File: config.mk
export PLATFORM = sky130hd
export DESIGN_NAME = mem_arbiter
export DESIGN_NICKNAME = d
export VERILOG_FILES = /design/src/rtl/mem_arbiter.sv
export SDC_FILE = /design/constraint.sdc
export NUM_CORES = 1
export LEC_CHECK = 0
export ABC_AREA = 1
export CAP_MARGIN = 40
export CORE_ASPECT_RATIO = 1.75
export CORE_MARGIN = 8
export CORE_UTILIZATION = 40
export CTS_BUF_LIST = sky130_fd_sc_hd__clkbuf_16
export DETAILED_ROUTE_END_ITERATION = 6
export MAX_ROUTING_LAYER = met4
export PLACE_DENSITY = 0.84
export SLEW_MARGIN = 20
export SYNTH_ARGS = -nofsm -noshare
export SYNTH_HDL_FRONTEND = slang
export SYNTH_SLANG_ARGS = --single-unit
File: constraint.sdc
create_clock -name clk -period 2.5 [get_ports clk]
set_clock_uncertainty 0.15 [all_clocks]
set_input_delay 0.5 -clock clk [delete_from_list [all_inputs] [get_ports clk]]
set_output_delay 0.5 -clock clk [all_outputs]
set_load 0.01 [all_outputs]
File: src/rtl/mem_arbiter.sv
// rtl/mem_arbiter.sv - I/D port arbiter onto one single-ported memory; define MEM_ARB_RR_EN for round-robin ties
module mem_arbiter #(
  parameter int ADDR_W  = 32,
  parameter int DATA_W  = 32,
  parameter int TIMEOUT = 16
) (
  input  logic                clk,
  input  logic                rst,
  input  logic                i_req,
  input  logic [ADDR_W-1:0]   i_addr,
  output logic [DATA_W-1:0]   i_rdata,
  output logic                i_ack,
  output logic                i_err,
  input  logic                d_req,
  input  logic [ADDR_W-1:0]   d_addr,
  input  logic [DATA_W-1:0]   d_wdata,
  input  logic [DATA_W/8-1:0] d_wen,
  output logic [DATA_W-1:0]   d_rdata,
  output logic                d_ack,
  output logic                d_err,
  output logic                mem_req,
  output logic [ADDR_W-1:0]   mem_addr,
  output logic [DATA_W-1:0]   mem_wdata,
  output logic [DATA_W/8-1:0] mem_wen,
  input  logic [DATA_W-1:0]   mem_rdata,
  input  logic                mem_ready
);
  localparam int         BE_W     = DATA_W / 8;
  localparam logic [7:0] CNT_LAST = 8'(TIMEOUT - 1);

  typedef enum logic [1:0] {IDLE, BUSY_I, BUSY_D, RESP} state_t;

  state_t              state_q, state_d;
  logic [7:0]          cnt_q, cnt_d;
  logic                mem_req_q, mem_req_d;
  logic [ADDR_W-1:0]   mem_addr_q, mem_addr_d;
  logic [DATA_W-1:0]   mem_wdata_q, mem_wdata_d;
  logic [BE_W-1:0]     mem_wen_q, mem_wen_d;
  logic [DATA_W-1:0]   i_rdata_q, i_rdata_d;
  logic [DATA_W-1:0]   d_rdata_q, d_rdata_d;
  logic                i_ack_q, i_ack_d;
  logic                i_err_q, i_err_d;
  logic                d_ack_q, d_ack_d;
  logic                d_err_q, d_err_d;
  logic                pick_d;
  logic                done;

`ifdef MEM_ARB_RR_EN
  logic                last_d_q, last_d_d;

  // On a tie, grant the port that was not granted last
  always_comb begin
    pick_d = d_req;
    if (d_req && i_req) begin
      pick_d = !last_d_q;
    end
  end
`else
  // Fixed priority: a pending D request always wins
  always_comb begin
    pick_d = d_req;
  end
`endif

  // Next state and next value of every registered output
  always_comb begin
    state_d     = state_q;
    cnt_d       = cnt_q;
    mem_req_d   = mem_req_q;
    mem_addr_d  = mem_addr_q;
    mem_wdata_d = mem_wdata_q;
    mem_wen_d   = mem_wen_q;
    i_rdata_d   = i_rdata_q;
    d_rdata_d   = d_rdata_q;
    i_ack_d     = 1'b0;
    i_err_d     = 1'b0;
    d_ack_d     = 1'b0;
    d_err_d     = 1'b0;
`ifdef MEM_ARB_RR_EN
    last_d_d    = last_d_q;
`endif
    done        = mem_ready || (cnt_q == CNT_LAST);

    case (state_q)
      IDLE: begin
        if (d_req || i_req) begin
          mem_req_d = 1'b1;
          cnt_d     = 8'd0;
          if (pick_d) begin
            state_d     = BUSY_D;
            mem_addr_d  = d_addr;
            mem_wdata_d = d_wdata;
            mem_wen_d   = d_wen;
          end else begin
            state_d     = BUSY_I;
            mem_addr_d  = i_addr;
            mem_wdata_d = '0;
            mem_wen_d   = '0;
          end
`ifdef MEM_ARB_RR_EN
          last_d_d = pick_d;
`endif
        end
      end
      BUSY_I, BUSY_D: begin
        if (done) begin
          state_d   = RESP;
          mem_req_d = 1'b0;
          mem_wen_d = '0;
          if (state_q == BUSY_I) begin
            i_ack_d   = 1'b1;
            i_err_d   = !mem_ready;
            i_rdata_d = mem_ready ? mem_rdata : '0;
          end else begin
            d_ack_d = 1'b1;
            d_err_d = !mem_ready;
            if (!mem_ready) begin
              d_rdata_d = '0;
            end else if (mem_wen_q == '0) begin
              d_rdata_d = mem_rdata;
            end
          end
        end else begin
          cnt_d = cnt_q + 8'd1;
        end
      end
      RESP: begin
        state_d = IDLE;
      end
      default: begin
        state_d = IDLE;
      end
    endcase
  end

  // State and output registers; reset abandons any access in flight
  always_ff @(posedge clk) begin
    if (rst) begin
      state_q     <= IDLE;
      cnt_q       <= 8'd0;
      mem_req_q   <= 1'b0;
      mem_addr_q  <= '0;
      mem_wdata_q <= '0;
      mem_wen_q   <= '0;
      i_rdata_q   <= '0;
      d_rdata_q   <= '0;
      i_ack_q     <= 1'b0;
      i_err_q     <= 1'b0;
      d_ack_q     <= 1'b0;
      d_err_q     <= 1'b0;
`ifdef MEM_ARB_RR_EN
      last_d_q    <= 1'b0;
`endif
    end else begin
      state_q     <= state_d;
      cnt_q       <= cnt_d;
      mem_req_q   <= mem_req_d;
      mem_addr_q  <= mem_addr_d;
      mem_wdata_q <= mem_wdata_d;
      mem_wen_q   <= mem_wen_d;
      i_rdata_q   <= i_rdata_d;
      d_rdata_q   <= d_rdata_d;
      i_ack_q     <= i_ack_d;
      i_err_q     <= i_err_d;
      d_ack_q     <= d_ack_d;
      d_err_q     <= d_err_d;
`ifdef MEM_ARB_RR_EN
      last_d_q    <= last_d_d;
`endif
    end
  end

  assign mem_req   = mem_req_q;
  assign mem_addr  = mem_addr_q;
  assign mem_wdata = mem_wdata_q;
  assign mem_wen   = mem_wen_q;
  assign i_rdata   = i_rdata_q;
  assign i_ack     = i_ack_q;
  assign i_err     = i_err_q;
  assign d_rdata   = d_rdata_q;
  assign d_ack     = d_ack_q;
  assign d_err     = d_err_q;

endmodule
# Yosys cells after proc, flatten, opt, wreduce, memory -nomap -nowiden
# Cells that the tools add are included.
# op_classes
n_addsub	1
bitwise_logic	3
eq_ne	8
n_mux	21
reduce_logical	16
# ops
operator	count
$mux 32	5
$mux 8	2
$pmux 8 s2	1
$mux 4	3
$reduce_and 3->1	3
$add 8x1->8 const B	1
$eq 8x4->1 const B	1
$pmux 4 s2	1
$reduce_or 4->1	2
$mux 2	3
$ne 2x2->1 const B	3
$pmux 2 s3	1
$eq 2x2->1 const B	2
$logic_not 4->1	1
$mux 1	4
$reduce_and 2->1	2
$reduce_and 4->1	1
$not 1->1	3
$reduce_or 3->1	1
$eq 2x1->1 const B	1
$logic_not 2->1	1
$logic_or 1x1->1	2
$ne 2x1->1 const B	1
$pmux 1 s2	1
3 further kinds	3
# totals
inputBits	137
wordCells	61
reg_bits	147

# Depth between registers and ports, before layout
# Gate-level depths: netlist of run 1.
# logic_depth
depth_word	4
depth_mapped	9
ltp_nobuf	9

# Least setup slack after synthesis of run 1
# No wires, ideal clock.
# synth_timing
path_kind	register to register
start	register state_q[0]
end	register d_rdata_q[10] (netlist: d_rdata[10])
path_stages_with_launch	9
required_time_ns	2.237
path_slack_ns	0.624
setup_time_ns	0.113
n_path_buf	1
arrival_ns	1.613
path_cell_list	dfxtp_1 inv_1 ha_1 clkinv_1 nor2_1 nand3_4 clkbuf_1 nor2_1 nor2_1
# synth_between
elab_chain_cells	3
# synth_rtl
item	line	text
from (decl)	33	state_t state_q, state_d;
from (signal assigned)	155	state_q <= state_d;
$eq 2x1->1 or $eq 2x2->1 (tied branches)	84, 110	
$reduce_or 2->1 or $not 1->1 (tied branches)	-	
$reduce_and 4->1 (no source line) (*)	-	
to (signal assigned)	162	d_rdata_q <= d_rdata_d;
to (decl)	40	logic [DATA_W-1:0] d_rdata_q, d_rdata_d;
# Every way passes the cells marked *; elsewhere a longest branch is shown, timed or not.
# A chain may end at the register's enable or synchronous reset.

# Worst setup path after layout of run 1
# layout_timing
start	register state_q[0]
end	register mem_wen_q[3] (netlist: mem_wen[3])
# layout_between
elab_chain_cells	4
# layout_rtl
item	line	text
$eq 2x1->1 or $eq 2x2->1 (tied branches)	84	case (state_q)
$reduce_or 2->1	84	
$ne 2x2->1 (no source line) or $reduce_bool 2->1 (tied branches)	-	
$reduce_and 3->1 (no source line)	-	
to (signal assigned)	160	mem_wen_q <= mem_wen_d;
to (decl)	38	logic [BE_W-1:0] mem_wen_q, mem_wen_d;
# Parallel ways exist; a longest one is shown, timed or not.

==> results of run 1 <==
metrics by stage:
step | hold WS (ns) | instances | setup slack [ns] | cell area [sq um]
CTS | 0.311 | 1345 | 0.276 | 9760
detailed placement | 0.301 | 1313 | 0.00518 | 9130
floorplan | 0.307 | 897 | 0.624 | 6200
finish | 0.309 | 1345 | 0.278 | 9760
global placement | 0.297 | 1313 | 0.0742 | 9130
global route | 0.324 | 1345 | 0.0987 | 9760
worst register-to-register path, delay by kind of cell, from the launching register on:
| kind | cells | cell delay [ns] |
|---|---|---|
| AND/OR/NAND/NOR | 5 | 0.82 |
| buffers and inverters | 2 | 0.50 |
| flip-flops | 1 | 0.35 |
| adder cells (fa/ha/maj) | 1 | 0.30 |
flip-flops by register name (all words and copies together) (netlist names), 2 cells and up:
name	count
mem_wdata	32
d_rdata	32
cnt_q	8
mem_wen	4
mem_addr	32
i_rdata	32
state_q	2
cells in the mapped netlist:
cell type / count
nand2_1: 293
dfxtp_1: 147
inv_1: 94
nor2_1: 83
a21oi_1: 76
clkbuf_1: 46
o21ai_0: 34
a31oi_1: 32
nand4_1: 32
nand3_1: 20
buf_2: 14
o21ai_1: 10
ha_1: 5
buf_1: 2
clkinv_1: 2
nand3_4: 1
nand3b_1: 1
nor3_1: 1
o21ai_2: 1
o21bai_1: 1
o21bai_4: 1
or2_2: 1
worst min-delay path by stage:
stage	from	depth (start not counted)	end	slack, ns
finish	mem_wdata[10]$_SDFFE_PP0P_	2	mem_wdata[10]$_SDFFE_PP0P_	0.31
global route	i_rdata[6]$_SDFFE_PP0P_	2	i_rdata[6]$_SDFFE_PP0P_	0.32
CTS	i_rdata[6]$_SDFFE_PP0P_	2	i_rdata[6]$_SDFFE_PP0P_	0.31
detailed placement	mem_wdata[3]$_SDFFE_PP0P_	2	mem_wdata[3]$_SDFFE_PP0P_	0.30
global placement	mem_wdata[1]$_SDFFE_PP0P_	2	mem_wdata[1]$_SDFFE_PP0P_	0.30
floorplan	state_q[0]$_SDFFE_PP0P_	2	state_q[0]$_SDFFE_PP0P_	0.31
logic make-up (layout without fill, tap and decap cells):
family                     after synthesis  in the layout  synth area share (%)
buffers and inverters                  158            420                  9.85
DFF                                    147            147                  47.5
and+or+nand+nor                        432            432                  28.2
adders and majority gates                5              5                  1.01
AOI/OAI and AO/OA                      155            155                  13.5
area by class of cell:
| class | instances | area share [%] |
|---|---|---|
| repair buffers | 292 | 30.2 |
| flip-flops and latches | 147 | 30.1 |
| multi-input cells | 592 | 27.1 |
| clock buffers | 17 | 4.36 |
| inverters | 96 | 3.69 |
| well taps | 186 | 2.38 |
| clock inverters | 15 | 2.10 |
per-layer routing:
layer  track usage, %  vias to the layer above  routed length, microns
li1                 -                     3332                       -
met4             8.79                        0                     698
met5                -                        -                       0
met3             3.99                       33                     945
met1             22.6                     3005                    8100
met2             37.7                      192                   11400
placed cells by master, fill, tap and decap left out, types with 5 or more instances in the layout:
master,n
inv_1,94
nand3_1,20
buf_12,6
nand4_1,32
buf_4,13
clkbuf_16,17
a21oi_1,76
o21ai_0,34
o21ai_1,9
ha_1,5
nor2_1,83
nand2_1,293
dfxtp_1,147
a31oi_1,32
clkdlybuf4s50_1,272
power by group:
| group | switching (mW) | internal (mW) | total [mW] | leakage [nW] |
|---|---|---|---|---|
| logic | 2.29 | 1.84 | 4.14 | 2.65 |
| registers | 0.306 | 2.91 | 3.22 | 1.20 |
| clock network | 1.03 | 1.69 | 2.72 | 0.307 |
| total | 3.63 | 6.44 | 10.1 | 4.16 |
repair_timing:
action / in CTS / in global routing
gates resized for setup: 1 / 0
endpoints found under the hold margin: 0 / 0
endpoints found under the setup margin: 3 / 0
==> flow_metrics.tcl, run 1 <==
set metrics [dict create \
    die_y_microns 181 \
    cp.depth 8 \
    rsz0062_at_grt "no" \
    timing.fmax_mhz 450 \
    rr_endpoint "mem_wen[3]$_SDFFE_PP0P_" \
    grt_pass1_wl_mm 32.9 \
    ys_seq_area_share_pct 47.5 \
    ys_ff_latch 147 \
    cts_root_buf "clkbuf_16" \
    cts_buffer_depth 2 \
    seqCellArea_sq_um 2940 \
    antenna_found_initial 0 \
    hold_buffers 0 \
    insertion_delay_ns 0.40 \
    synth_area_sq_um 6200 \
    synth_nets 1039 \
    power_mw 10.1 \
    row_count 60 \
    critPathLaunchType "register" \
    dp_hpwl_mm 15.3 \
    cp.arrival_ns 2.37 \
    synthDistinctLibCells 22 \
    cap_violations 0 \
    drtPass1Iterations 6 \
    fillers 1317 \
    cts_sinks 147 \
    hold_class "reg -> reg" \
    leakage_nw 4.16 \
    synth_top_area_share_pct 47.5 \
    end_kind "register" \
    cpMaxStageDelayCell "buf_4" \
    reg2reg_depth 8 \
    drc 0 \
    r2r_slack_ns 0.28 \
    first_iter_violations 304 \
    gp_congestion 0.879 \
    max_stage_delay_ns 0.41 \
    finalCritPeriodShare_pct 88.9 \
    ant_nets 0 \
    routed_wl_mm 21.1 \
    status "complete, no violations" \
    setup_violations 0 \
    cp.required_ns 2.64 \
    power-per-cell-area_nw_per_um2 1030 \
    synth_cells 897 \
    grt_max_degree 75 \
    slew_headroom_pct 63.4 \
    post_synth.cell_area_avg_sq_um 6.91 \
    dieArea_sq_um 19900 \
    post_cts_buffers 0 \
    final.setup.tns_ns 0 \
    slew_violations 0 \
    ys_warn_count 0 \
    coreArea_sq_um 15200 \
    crit_path_start "state_q[0]$_SDFFE_PP0P_" \
    num_antenna_cells 0 \
    routedWlPerCell_microns 15.7 \
    clk_pin_slew_ns 0.06 \
    grt_pass1_vias 6457 \
    drive_gt1_share_pct 4.83 \
    cpMostUsedCell "nand2_1" \
    path_cells "inv_1 > ha_1 > buf_4 > nand3_1 > nand2_1 > nand2_1 > nand2_1 > nor2_1" \
    cp_max_fo 39 \
    start_util_pct 40.7 \
    port_buffers 273 \
    crit_end "mem_wen[3]$_SDFFE_PP0P_" \
    synthTopCellsByArea "dfxtp_1 47%, nand2_1 18%, a21oi_1 6.1%" \
    path_buf_inv 2 \
    cts_tree "yes" \
    htreeDepth 4 \
    viasPerCell 4.88 \
    nets 1288 \
    grt_usage_pct 21.5 \
    ir_drop_v 0.000701 \
    synth_top_cell_by_area "dfxtp_1" \
    cts_buffers 17 \
    num_vias 6562 \
    cp_top_family "simple AND/OR/NAND/NOR gates" \
    post-route-min-period_ns 2.22 \
    multi_input_area_sq_um 2650 \
    syn_to_final_growth_pct 57.5 \
    r2r_start "state_q[0]$_SDFFE_PP0P_" \
    die_w_microns 110 \
    final_hold_viol_count 0 \
    fin_util_pct 64.1 \
    ioPinCount 274 \
    tightestPinTransition_ns 0.550 \
    grt_overflow 0 \
    critPathKind "reg -> reg" \
]
No activity file was read; power rests on OpenSTA's default activity.
==> run 2: changes to the inputs <==
Settings changed: TNS_END_PERCENT from default to 5.
==> results of run 2 <==
Final layout, timing and power as in run 1 (identical DEF).
